**config.mk**
```make
export PLATFORM = sky130hd
export DESIGN_NAME = softmax_row_buffer
export DESIGN_NICKNAME = d
export VERILOG_FILES = /design/src/rtl/softmax_pkg.sv /design/src/rtl/fp32_lane_max.sv /design/src/rtl/softmax_row_buffer.sv
export SDC_FILE = /design/constraint.sdc
export NUM_CORES = 2
export LEC_CHECK = 0
export BUFFER_PORTS_ARGS = -buffer_cell sky130_fd_sc_hd__buf_2
export CAP_MARGIN = 20
export CORE_MARGIN = 4
export CORE_UTILIZATION = 50
export DETAILED_ROUTE_END_ITERATION = 8
export PLACE_DENSITY = 0.65
export SLEW_MARGIN = 40
export SYNTH_ARGS = -nofsm -noshare
export SYNTH_HDL_FRONTEND = slang
export SYNTH_SLANG_ARGS = --single-unit
```
**constraint.sdc**
```tcl
create_clock -name clk_i -period 14.9 [get_ports clk_i]
set_clock_uncertainty 0.2 [all_clocks]
set_input_delay 0.745 -clock clk_i [delete_from_list [all_inputs] [get_ports clk_i]]
set_output_delay 0.745 -clock clk_i [all_outputs]
set_load 0.005 [all_outputs]
```
**src/rtl/softmax_pkg.sv**
```systemverilog
// rtl/softmax_pkg.sv - shared state type, CSR layout and FP32 ordering helpers for the softmax row buffer
package softmax_pkg;

  typedef enum logic [1:0] {
    ST_IDLE   = 2'd0,
    ST_LOAD   = 2'd1,
    ST_REPLAY = 2'd2
  } state_e;

  localparam int CSR_FUNC_MSB   = 31;
  localparam int CSR_FUNC_LSB   = 26;
  localparam int CSR_PASSES_MSB = 25;
  localparam int CSR_PASSES_LSB = 24;
  localparam int CSR_BEATS_LSB  = 0;
  localparam int FUNC_START_BIT = 4;

  localparam logic [31:0] FP32_NEG_INF = 32'hFF80_0000;

  // Monotonic unsigned key: -0 sorts below +0 and NaN patterns sort by their bits.
  function automatic logic [31:0] fp32_key(input logic [31:0] x);
    return x[31] ? ~x : (x ^ 32'h8000_0000);
  endfunction

endpackage

```
**src/rtl/fp32_lane_max.sv**
```systemverilog
// rtl/fp32_lane_max.sv - combinational FP32 maximum across the lanes of one stream beat
module fp32_lane_max
  import softmax_pkg::*;
#(
  parameter int Lanes = 4
) (
  input  logic [Lanes*32-1:0] lanes_i,
  output logic [31:0]         max_o
);

  always_comb begin
    logic [31:0] best;
    best = lanes_i[31:0];
    for (int k = 1; k < Lanes; k++) begin
      if (fp32_key(lanes_i[k*32 +: 32]) > fp32_key(best)) begin
        best = lanes_i[k*32 +: 32];
      end
    end
    max_o = best;
  end

endmodule

```
**src/rtl/softmax_row_buffer.sv**
```systemverilog
// rtl/softmax_row_buffer.sv - buffers one softmax row, tracks its FP32 max and replays it for several passes
module softmax_row_buffer
  import softmax_pkg::*;
#(
  parameter int DataWidth = 128,
  parameter int FpWidth   = 32,
  parameter int Lanes     = DataWidth / FpWidth,
  parameter int MaxBeats  = 32,
  parameter int MaxPasses = 3
) (
  input  logic                 clk_i,
  input  logic                 rst_ni,
  input  logic                 ext_data_i_valid,
  output logic                 ext_data_i_ready,
  input  logic [DataWidth-1:0] ext_data_i_bits,
  output logic                 ext_data_o_valid,
  input  logic                 ext_data_o_ready,
  output logic [DataWidth-1:0] ext_data_o_bits,
  output logic                 ext_last_o,
  output logic [1:0]           ext_pass_o,
  output logic [FpWidth-1:0]   ext_max_o,
  output logic                 ext_max_valid_o,
  input  logic [31:0]          ext_csr_i_0,
  input  logic                 ext_start_i,
  output logic                 ext_busy_o,
  output logic                 ext_done_o,
  output logic                 ext_err_o
);

  localparam int AW = $clog2(MaxBeats);
  localparam int BW = $clog2(MaxBeats) + 1;
  localparam logic [BW-1:0] MAX_BEATS_L  = BW'(MaxBeats);
  localparam logic [1:0]    MAX_PASSES_L = 2'(MaxPasses);

  state_e          state_q, state_d;
  logic [AW-1:0]   wr_ptr_q, wr_ptr_d;
  logic [AW-1:0]   rd_ptr_q, rd_ptr_d;
  logic [1:0]      pass_q, pass_d;
  logic [31:0]     max_q, max_d;
  logic [BW-1:0]   beats_q, beats_d;
  logic [1:0]      passes_q, passes_d;
  logic            done_q, done_d;
  logic            err_q, err_d;
  logic            wr_en;

  logic [DataWidth-1:0] row_mem [MaxBeats];

  logic [5:0]      csr_func;
  logic [1:0]      cfg_passes;
  logic [BW-1:0]   cfg_beats;
  logic            cfg_ok;
  logic [BW-1:0]   beats_m1;
  logic            load_last, rd_last, in_hs, out_hs;
  logic [31:0]     beat_max;
  logic            csr_unused;

  assign csr_func   = ext_csr_i_0[CSR_FUNC_MSB:CSR_FUNC_LSB];
  assign cfg_passes = ext_csr_i_0[CSR_PASSES_MSB:CSR_PASSES_LSB];
  assign cfg_beats  = ext_csr_i_0[CSR_BEATS_LSB +: BW];
  assign csr_unused = ^ext_csr_i_0;
  assign cfg_ok     = (cfg_beats != '0) && (cfg_beats <= MAX_BEATS_L) &&
                      (cfg_passes != '0) && (cfg_passes <= MAX_PASSES_L);

  assign beats_m1  = beats_q - BW'(1);
  assign load_last = ({1'b0, wr_ptr_q} == beats_m1);
  assign rd_last   = ({1'b0, rd_ptr_q} == beats_m1);
  assign in_hs     = ext_data_i_valid && ext_data_i_ready;
  assign out_hs    = ext_data_o_valid && ext_data_o_ready;

  fp32_lane_max #(.Lanes(Lanes)) u_lane_max (
    .lanes_i (ext_data_i_bits[Lanes*32-1:0]),
    .max_o   (beat_max)
  );

  always_comb begin
    state_d  = state_q;
    wr_ptr_d = wr_ptr_q;
    rd_ptr_d = rd_ptr_q;
    pass_d   = pass_q;
    max_d    = max_q;
    beats_d  = beats_q;
    passes_d = passes_q;
    done_d   = 1'b0;
    err_d    = 1'b0;
    wr_en    = 1'b0;
    unique case (state_q)
      ST_IDLE: begin
        if (ext_start_i && csr_func[FUNC_START_BIT]) begin
          if (cfg_ok) begin
            state_d  = ST_LOAD;
            wr_ptr_d = '0;
            rd_ptr_d = '0;
            pass_d   = '0;
            max_d    = FP32_NEG_INF;
            beats_d  = cfg_beats;
            passes_d = cfg_passes;
          end else begin
            err_d = 1'b1;
          end
        end
      end
      ST_LOAD: begin
        if (in_hs) begin
          wr_en    = 1'b1;
          wr_ptr_d = wr_ptr_q + AW'(1);
          if (fp32_key(beat_max) > fp32_key(max_q)) begin
            max_d = beat_max;
          end
          if (load_last) begin
            state_d  = ST_REPLAY;
            rd_ptr_d = '0;
            pass_d   = '0;
          end
        end
      end
      ST_REPLAY: begin
        if (out_hs) begin
          if (rd_last) begin
            rd_ptr_d = '0;
            if (pass_q == passes_q - 2'd1) begin
              state_d = ST_IDLE;
              pass_d  = '0;
              done_d  = 1'b1;
            end else begin
              pass_d = pass_q + 2'd1;
            end
          end else begin
            rd_ptr_d = rd_ptr_q + AW'(1);
          end
        end
      end
      default: state_d = ST_IDLE;
    endcase
  end

  always_ff @(posedge clk_i or negedge rst_ni) begin
    if (!rst_ni) begin
      state_q  <= ST_IDLE;
      wr_ptr_q <= '0;
      rd_ptr_q <= '0;
      pass_q   <= '0;
      max_q    <= '0;
      beats_q  <= '0;
      passes_q <= '0;
      done_q   <= 1'b0;
      err_q    <= 1'b0;
    end else begin
      state_q  <= state_d;
      wr_ptr_q <= wr_ptr_d;
      rd_ptr_q <= rd_ptr_d;
      pass_q   <= pass_d;
      max_q    <= max_d;
      beats_q  <= beats_d;
      passes_q <= passes_d;
      done_q   <= done_d;
      err_q    <= err_d;
    end
  end

  // Row storage is left unreset; its contents are only visible while replaying.
  always_ff @(posedge clk_i) begin
    if (wr_en) begin
      row_mem[wr_ptr_q] <= ext_data_i_bits;
    end
  end

  assign ext_data_i_ready = (state_q == ST_LOAD);
  assign ext_data_o_valid = (state_q == ST_REPLAY);
  assign ext_data_o_bits  = (state_q == ST_REPLAY) ? row_mem[rd_ptr_q] : '0;
  assign ext_last_o       = (state_q == ST_REPLAY) && rd_last;
  assign ext_pass_o       = pass_q;
  assign ext_max_o        = max_q;
  assign ext_max_valid_o  = (state_q == ST_REPLAY);
  assign ext_busy_o       = (state_q != ST_IDLE);
  assign ext_done_o       = done_q;
  assign ext_err_o        = err_q;

endmodule
```
; ---- Word level (Yosys, flattened, before mapping)
; Memory sizes are Yosys's and may differ from the RTL's.
; Cells that the tools add are included.
; W data, S select, Z words.
[word_totals]
out_inout_bits = 169
inputBits = 165
ff_bits = 56
elab_cells = 122
ram_bits = 4096
mem_count = 1
[memory_table]
columns = name, depth, width, read_ports, rd_ports_with_merged_regs, write_ports, line
row1 = row_mem, 32, 128, 1, 0, 1, softmax_row_buffer.sv:46  ; logic [DataWidth-1:0] row_mem [MaxBeats];
[op_classes]
add_sub_neg = 5
magnitude_cmp = 6
reduce_logical = 19
n_bitwise = 16
mux = 53
eq_ne = 13
[op_table]
columns = op, count
row1 = $mux W32, 15
row2 = $not A32 Y32, 8
row3 = $gt A32 B32 Y1, 4
row4 = $mux W128, 1
row5 = $pmux W32 S2, 1
row6 = $mux W5, 7
row7 = $mux W2, 14
row8 = $pmux W5 S3, 1
row9 = $reduce_and A7 Y1, 2
row10 = $eq A5 B6 Y1, 2
row11 = $ne A2 B1 Y1 const B, 6
row12 = $pmux W2 S3, 2
row13 = $mux W1, 11
row14 = $add A5 B1 Y5 const B, 2
row15 = $pmux W5 S2, 1
row16 = $not A1 Y1, 8
row17 = $logic_and A1 B1 Y1, 7
row18 = $le A6 B6 Y1 const B, 1
row19 = $reduce_and A6 Y1, 1
row20 = $reduce_bool A2 Y1, 3
row21 = $reduce_bool A6 Y1, 1
row22 = $sub A6 B1 Y6 const B, 1
row23 = $reduce_and A5 Y1, 1
row24 = $ne A2 B2 Y1 const B, 2
row25 = 10 further kinds, 10

; ---- Depth between registers and ports, before layout
[depth]
ltp_word = 18
mapped_depth = 44
depth_no_buf = 35

; ---- Modules after synthesis
; A second synthesis with hierarchy kept.
[hier_totals]
cells_unflattened = 7404
area_unflattened_um2 = 165180.9
[modules_own_cells]
columns = module, instances, area_each_um2, seq_area_each_um2, cells_per_inst
row1 = softmax_row_buffer, 1, 160111.1, 124399.3, 6804
row2 = fp32_lane_max, 1, 5069.9, 0.0, 600

; ---- Worst setup path after synthesis
; Ideal clock, no wire load.
[synth_path]
kind = input-to-reg
start = input ext_data_i_bits[63]
end = register max_q[10] (netlist: ext_max_o[10])
setup_slack_ns = 4.233
required_ns = 14.622
arrival_time_ns = 10.388
path_buffers = 8
path_stages = 43
setup_ns = 0.078
path_cell_list = clkbuf_1 -> buf_1 -> xor2_1 -> ha_1 -> and4_1 -> nor4bb_1 -> a211oi_1 -> a22o_1 -> o21ai_1 -> and2_1 -> clkbuf_1 -> buf_2 -> xnor2_1 -> ha_1 -> nand4_1 -> or4_1 -> nand2b_1 -> a22oi_2 -> [7 not listed] -> a31oi_1 -> o21ai_0 -> a31oi_1 -> o22ai_1 -> clkbuf_1 -> mux2i_1 -> xor2_1 -> ha_1 -> a21o_1 -> a21o_1 -> a21o_1 -> a211oi_1 -> o221ai_1 -> a2111o_1 -> clkbuf_1 -> nand2_1 -> buf_2 -> o2bb2ai_1
[synth_via]
elab_chain_len = 17
elab_cells_between_ends = 24
classes_between = order compare: 4 / eq/ne: 1 / mux: 10 / bitwise: 8 / reduce/logical: 1
[synth_rtl]
columns = element, line
row1 = from (decl), softmax_row_buffer.sv:15  ; input logic [DataWidth-1:0] ext_data_i_bits,
row2 = $not A1 Y1 (no line) or $not A32 Y32 (tied branches), n/a
row3 = $mux W32, softmax_pkg.sv:21  ; return x[31] ? ~x : (x ^ 32'h8000_0000);
row4 = $gt A32 B32 Y1, fp32_lane_max.sv:15  ; if (fp32_key(lanes_i[k*32 +: 32]) > fp32_key(best)) begin
row5 = $mux W32 (*), fp32_lane_max.sv:15
row6 = $not A32 Y32 or $not A1 Y1 (tied branches), n/a
row7 = $mux W32, softmax_pkg.sv:21
row8 = $gt A32 B32 Y1, fp32_lane_max.sv:15
row9 = $mux W32 (*), fp32_lane_max.sv:15
row10 = $not A32 Y32 or $not A1 Y1 (tied branches), n/a
row11 = $mux W32, softmax_pkg.sv:21
row12 = $gt A32 B32 Y1, fp32_lane_max.sv:15
row13 = $mux W32 (*), fp32_lane_max.sv:15
row14 = $not A32 Y32 or $not A1 Y1 (tied branches), n/a
row15 = $mux W32, softmax_pkg.sv:21
row16 = $gt A32 B32 Y1, softmax_row_buffer.sv:106  ; if (fp32_key(beat_max) > fp32_key(max_q)) begin
row17 = $ne A2 B1 Y1 (no line), n/a
row18 = $reduce_and A5 Y1 (no line), n/a
row19 = to (signal assigned), softmax_row_buffer.sv:152  ; max_q <= max_d;
row20 = to (decl), softmax_row_buffer.sv:39  ; logic [31:0] max_q, max_d;
; Every way passes the cells marked *; elsewhere a longest branch is shown, timed or not. The select of a mux whose other input is x is not followed.
; A chain may end at the register's enable or synchronous reset.

; ---- Worst setup path in the final report
[layout_path]
start = input ext_data_i_bits[62]
end = register max_q[19] (netlist: ext_max_o[19])
[layout_via]
elab_chain_len = 17
elab_cells_between_ends = 23
classes_between = order compare: 4 / eq/ne: 1 / mux: 10 / bitwise: 7 / reduce/logical: 1
[layout_rtl]
columns = element, line
row1 = $not A32 Y32, softmax_pkg.sv:21
row2 = $mux W32, softmax_pkg.sv:21
row3 = $gt A32 B32 Y1, fp32_lane_max.sv:15
row4 = $mux W32 (*), fp32_lane_max.sv:15
row5 = $not A32 Y32 or $not A1 Y1 (tied branches), n/a
row6 = $mux W32, softmax_pkg.sv:21
row7 = $gt A32 B32 Y1, fp32_lane_max.sv:15
row8 = $mux W32 (*), fp32_lane_max.sv:15
row9 = $not A32 Y32 or $not A1 Y1 (tied branches), n/a
row10 = $mux W32, softmax_pkg.sv:21
row11 = $gt A32 B32 Y1, fp32_lane_max.sv:15
row12 = $mux W32 (*), fp32_lane_max.sv:15
row13 = $not A32 Y32 or $not A1 Y1 (tied branches), n/a
row14 = $mux W32, softmax_pkg.sv:21
row15 = $gt A32 B32 Y1, softmax_row_buffer.sv:106
row16 = $ne A2 B1 Y1 (no line), n/a
row17 = $reduce_and A5 Y1 (no line), n/a
; Marked as above.

==> summary.md <==
| Metric | Value |
|---|---|
| FF-to-FF End | row_mem[2][86] |
| Total power | 28200 uW |
| Crit path top cell by count | ha_1 |
| Die height | 581 microns |
| Mean area per synthesized cell | 23.2 sq um |
| CTS Buf Count | 418 |
| Combinational power share | 0.154 |
| Area leader, netlist | edfxtp_1 |
| HPWL Detailed | 242000 microns |
| Via Count | 80.4k |
| GRT Total Usage | 0.260 |
| Total grt overflow | 0 |
| Worst-path maximum fanout | 32 |
| Post-CTS Setup Bufs | 0 |
| Crit share post-route | 0.825 |
| Clock network latency to the later pin of the worst-skew pair | 0.96 ns |
| P_sw | 7130 uW |
| FF-to-FF path depth | 9 |
| Synth area leaders | edfxtp_1 (75%), mux4_2 (18%), ha_1 (1.0%) |
| Yosys reg bits | 4152 |
| Min-Delay Path Class | in2reg |
| Final Hold Fails | 0 |
| Initial Utilization | 0.502 |
| Worst EP arrival | 12.96 ns |
| Worst slew pin tran | 0.949 ns |
| Largest net degree at the start of global routing | 132 |
| Synth Cell Area | 164000 sq um |
| Initial antenna violation count | 46 |
| CP Class | in2reg |
| I/O pin total | 334 |
| Final setup viols | 0 |
| Row count | 210 |
| Antenna-violating nets left | 0 |
| Post-synth top flop | edfxtp_1 |
| Crit-path max cell delay | 0.64 ns |
| Post-DR wirelength/cell | 35.6 microns |
| Cells after Synth | 7066 |
| Slew Viols, Final | 0 |
| Clock Sinks | 4152 |
| Fillers | 23.6k |
| Clk pwr share | 0.369 |
| Aggregate routed wire length | 443000 microns |
| First-pass GRT wire length | 622000 microns |
| R2r setup slk | 9.44 ns |
| Iter 0 DRT Violations | 10.4k |
| Clk slew on worst S/H paths | 0.06 ns |
| Pint | 21100 uW |
| Unrepaired setup endpoints after global routing | false |
| Fin nets | 7997 |
| Synthesized Nets | 7365 |
| IR drop worst, VDD | 101 uV |
| Seq pwr share | 0.478 |
| RePlAce Congestion | 0.872 |
| Hold Crit Endpoint | row_mem[10][0] |
| Required @ worst endpoint | 15.56 ns |
| CP max-delay cell | nor4_1 |
| DP Area | 173000 sq um |
| CTS tree | yes |
| Number of flops mapped to enable cells by yosys | 4096 |
| Core Box Area | 327000 sq um |
| Setup TNS | 0 ns |
| Netlist cell types | 63 |
| RR Startpoint | state_q[0] |
| Via/cell ratio | 6.47 |
| Layout area overhead | 13.9% |
| Async SR Flop Fraction | 0.0135 |
| Clock Tree Buf Depth | 4 |
| Worst Hold Launch | ext_data_i_bits[0] |
| Synth warnings | 0 |
| Htree depth | 5 |
| Clk root buf | clkbuf_16 |
| Yosys top cell area share | 0.750 |
| Status | completed |
| Register area share after synthesis | 0.758 |
| Die Footprint | 337000 sq um |
| Number of global-route vias before repair | 81.3k |
| Relative slew slack | 0.367 |
| Leak | 0.0574 uW |
| Critical Path End Type | flip-flop |
| Drt drc | 0 |
| PortBufs | 310 |
| Drt first pass iters | 6 |
| Fin crit period | 12.30 ns |
| Ratio of cells with drive above 1 in the final layout | 0.314 |
| WHS Path Cells | 1 |
| Max-capacitance violation count | 0 |
| Max Freq | 0.0813 GHz |
| Die W | 581 microns |
| CP Launch Type | input pin |
| Final Cell Area | 187000 sq um |
| Cell Pwr Density | 151 nW/um^2 |
| Switching part of the total power | 0.253 |
## worst max-delay path by stage
stage | from | end | slack (ns) | cells after the start
global placement | ext_data_i_bits[31] | ext_max_o[4] | 0.97 | 38
finish | ext_data_i_bits[62] | ext_max_o[19] | 2.60 | 40
detailed placement | ext_data_i_bits[63] | ext_max_o[18] | 1.54 | 39
global route | ext_data_i_bits[62] | ext_max_o[14] | 2.01 | 40
CTS | ext_data_i_bits[62] | ext_max_o[19] | 2.36 | 40
floorplan | ext_data_i_bits[63] | ext_max_o[10] | 4.23 | 43
## layout by cell type (no fill, tap or decap), types with 18 or more instances in the layout
cell / count
edfxtp_1: 4096
mux4_2: 1280
clkbuf_16: 423
buf_2: 306
mux2i_1: 155
buf_4: 155
nor2_1: 152
xor2_1: 134
ha_1: 134
xnor2_1: 128
clkbuf_1: 94
a21oi_1: 93
clkinv_1: 90
clkinv_2: 73
buf_6: 60
o21ai_0: 58
dfrtp_1: 49
nand3_1: 48
bufinv_16: 44
nand2_1: 40
nor2_4: 33
and2_1: 32
a31oi_1: 31
diode_2: 29
nand4_1: 28
buf_16: 26
buf_12: 25
o2bb2ai_1: 23
inv_1: 21
clkinvlp_4: 18
dlygate4sd3_1: 18
## final cells by class
cell class | count | area [sq um] | area share
flip-flops and latches | 4152 | 124000 | 0.666
multi-input cells | 2510 | 38400 | 0.206
clock buffers | 518 | 11000 | 0.0586
well taps | 4346 | 5440 | 0.0291
repair buffers | 595 | 4840 | 0.0259
clock inverters | 256 | 2590 | 0.0139
inverters | 21 | 78.8 | 0.000422
diodes | 29 | 72.6 | 0.000388
## registers in the layout (all words and copies together) (netlist names)
signal      cells
row_mem      4096
ext_max_o      32
beats_q         6
rd_ptr_q        5
wr_ptr_q        5
ext_pass_o      2
passes_q        2
state_q         2
ext_done_o      1
ext_err_o       1
## metal layers
metal  routed length, microns  track usage  vias to the layer above
met4                    18900        0.101                        8
met3                    37500       0.0405                      855
met2                   215000        0.417                     4172
met1                   171000        0.366                    43837
met5                       48            0                        -
li1                         -            -                    31480
## through the flow
stage,setup slack [ns],utilization,instances,hold WS [ns]
floorplan,4.23,-,7066,0.249
global route,2.01,0.571,12407,0.0434
detailed placement,1.54,0.529,11599,0.322
global placement,0.972,0.526,11572,0.318
CTS,2.36,0.571,12391,0.00100
finish,2.60,0.572,12427,0.0757
## repair_timing
item	in CTS	in global routing
hold buffers	18	0
hold endpoints to repair	57	0
resized for setup	0	0
## cell usage after synthesis, types with 28 or more instances
library cell	number
ha_1	134
buf_1	123
nor2_1	185
dfrtp_1	56
o21ai_0	58
a31oi_1	36
xnor2_1	128
mux2i_1	159
a21oi_1	93
and2_1	34
xor2_1	134
mux4_2	1280
nand3_1	49
clkbuf_1	239
nand2_1	45
edfxtp_1	4096
nand4_1	28
## worst max-delay path, delay by kind of cell
kind / cells / cell delay, ns
buf+inv: 5 / 2.02
compound gates: 17 / 4.03
fa+ha+maj: 4 / 1.33
mux: 1 / 0.59
xor+xnor: 4 / 0.68
simple gates: 9 / 3.44
## cell families after synthesis
logic type | after synthesis | synth area share
xor gates and xnor gates | 264 | 0.0143
adders and majority gates | 134 | 0.0102
and+or+nand+nor | 393 | 0.0113
buffers and inverters | 404 | 0.00953
AOI/OAI and AO/OA | 273 | 0.0104
muxes | 1446 | 0.186
DFF | 4152 | 0.758
## power by group through the flow
stage	sequential, uW	combinational (uW)	clock, uW
2_1_floorplan	13700	2820	0
3_3_place_gp	13700	4240	0
3_5_place_dp	13700	4350	0
4_1_cts	13500	4370	10600
5_1_grt	13500	4650	11100
6_report	13500	4340	10400
No activity file was read; power rests on OpenSTA's default activity.
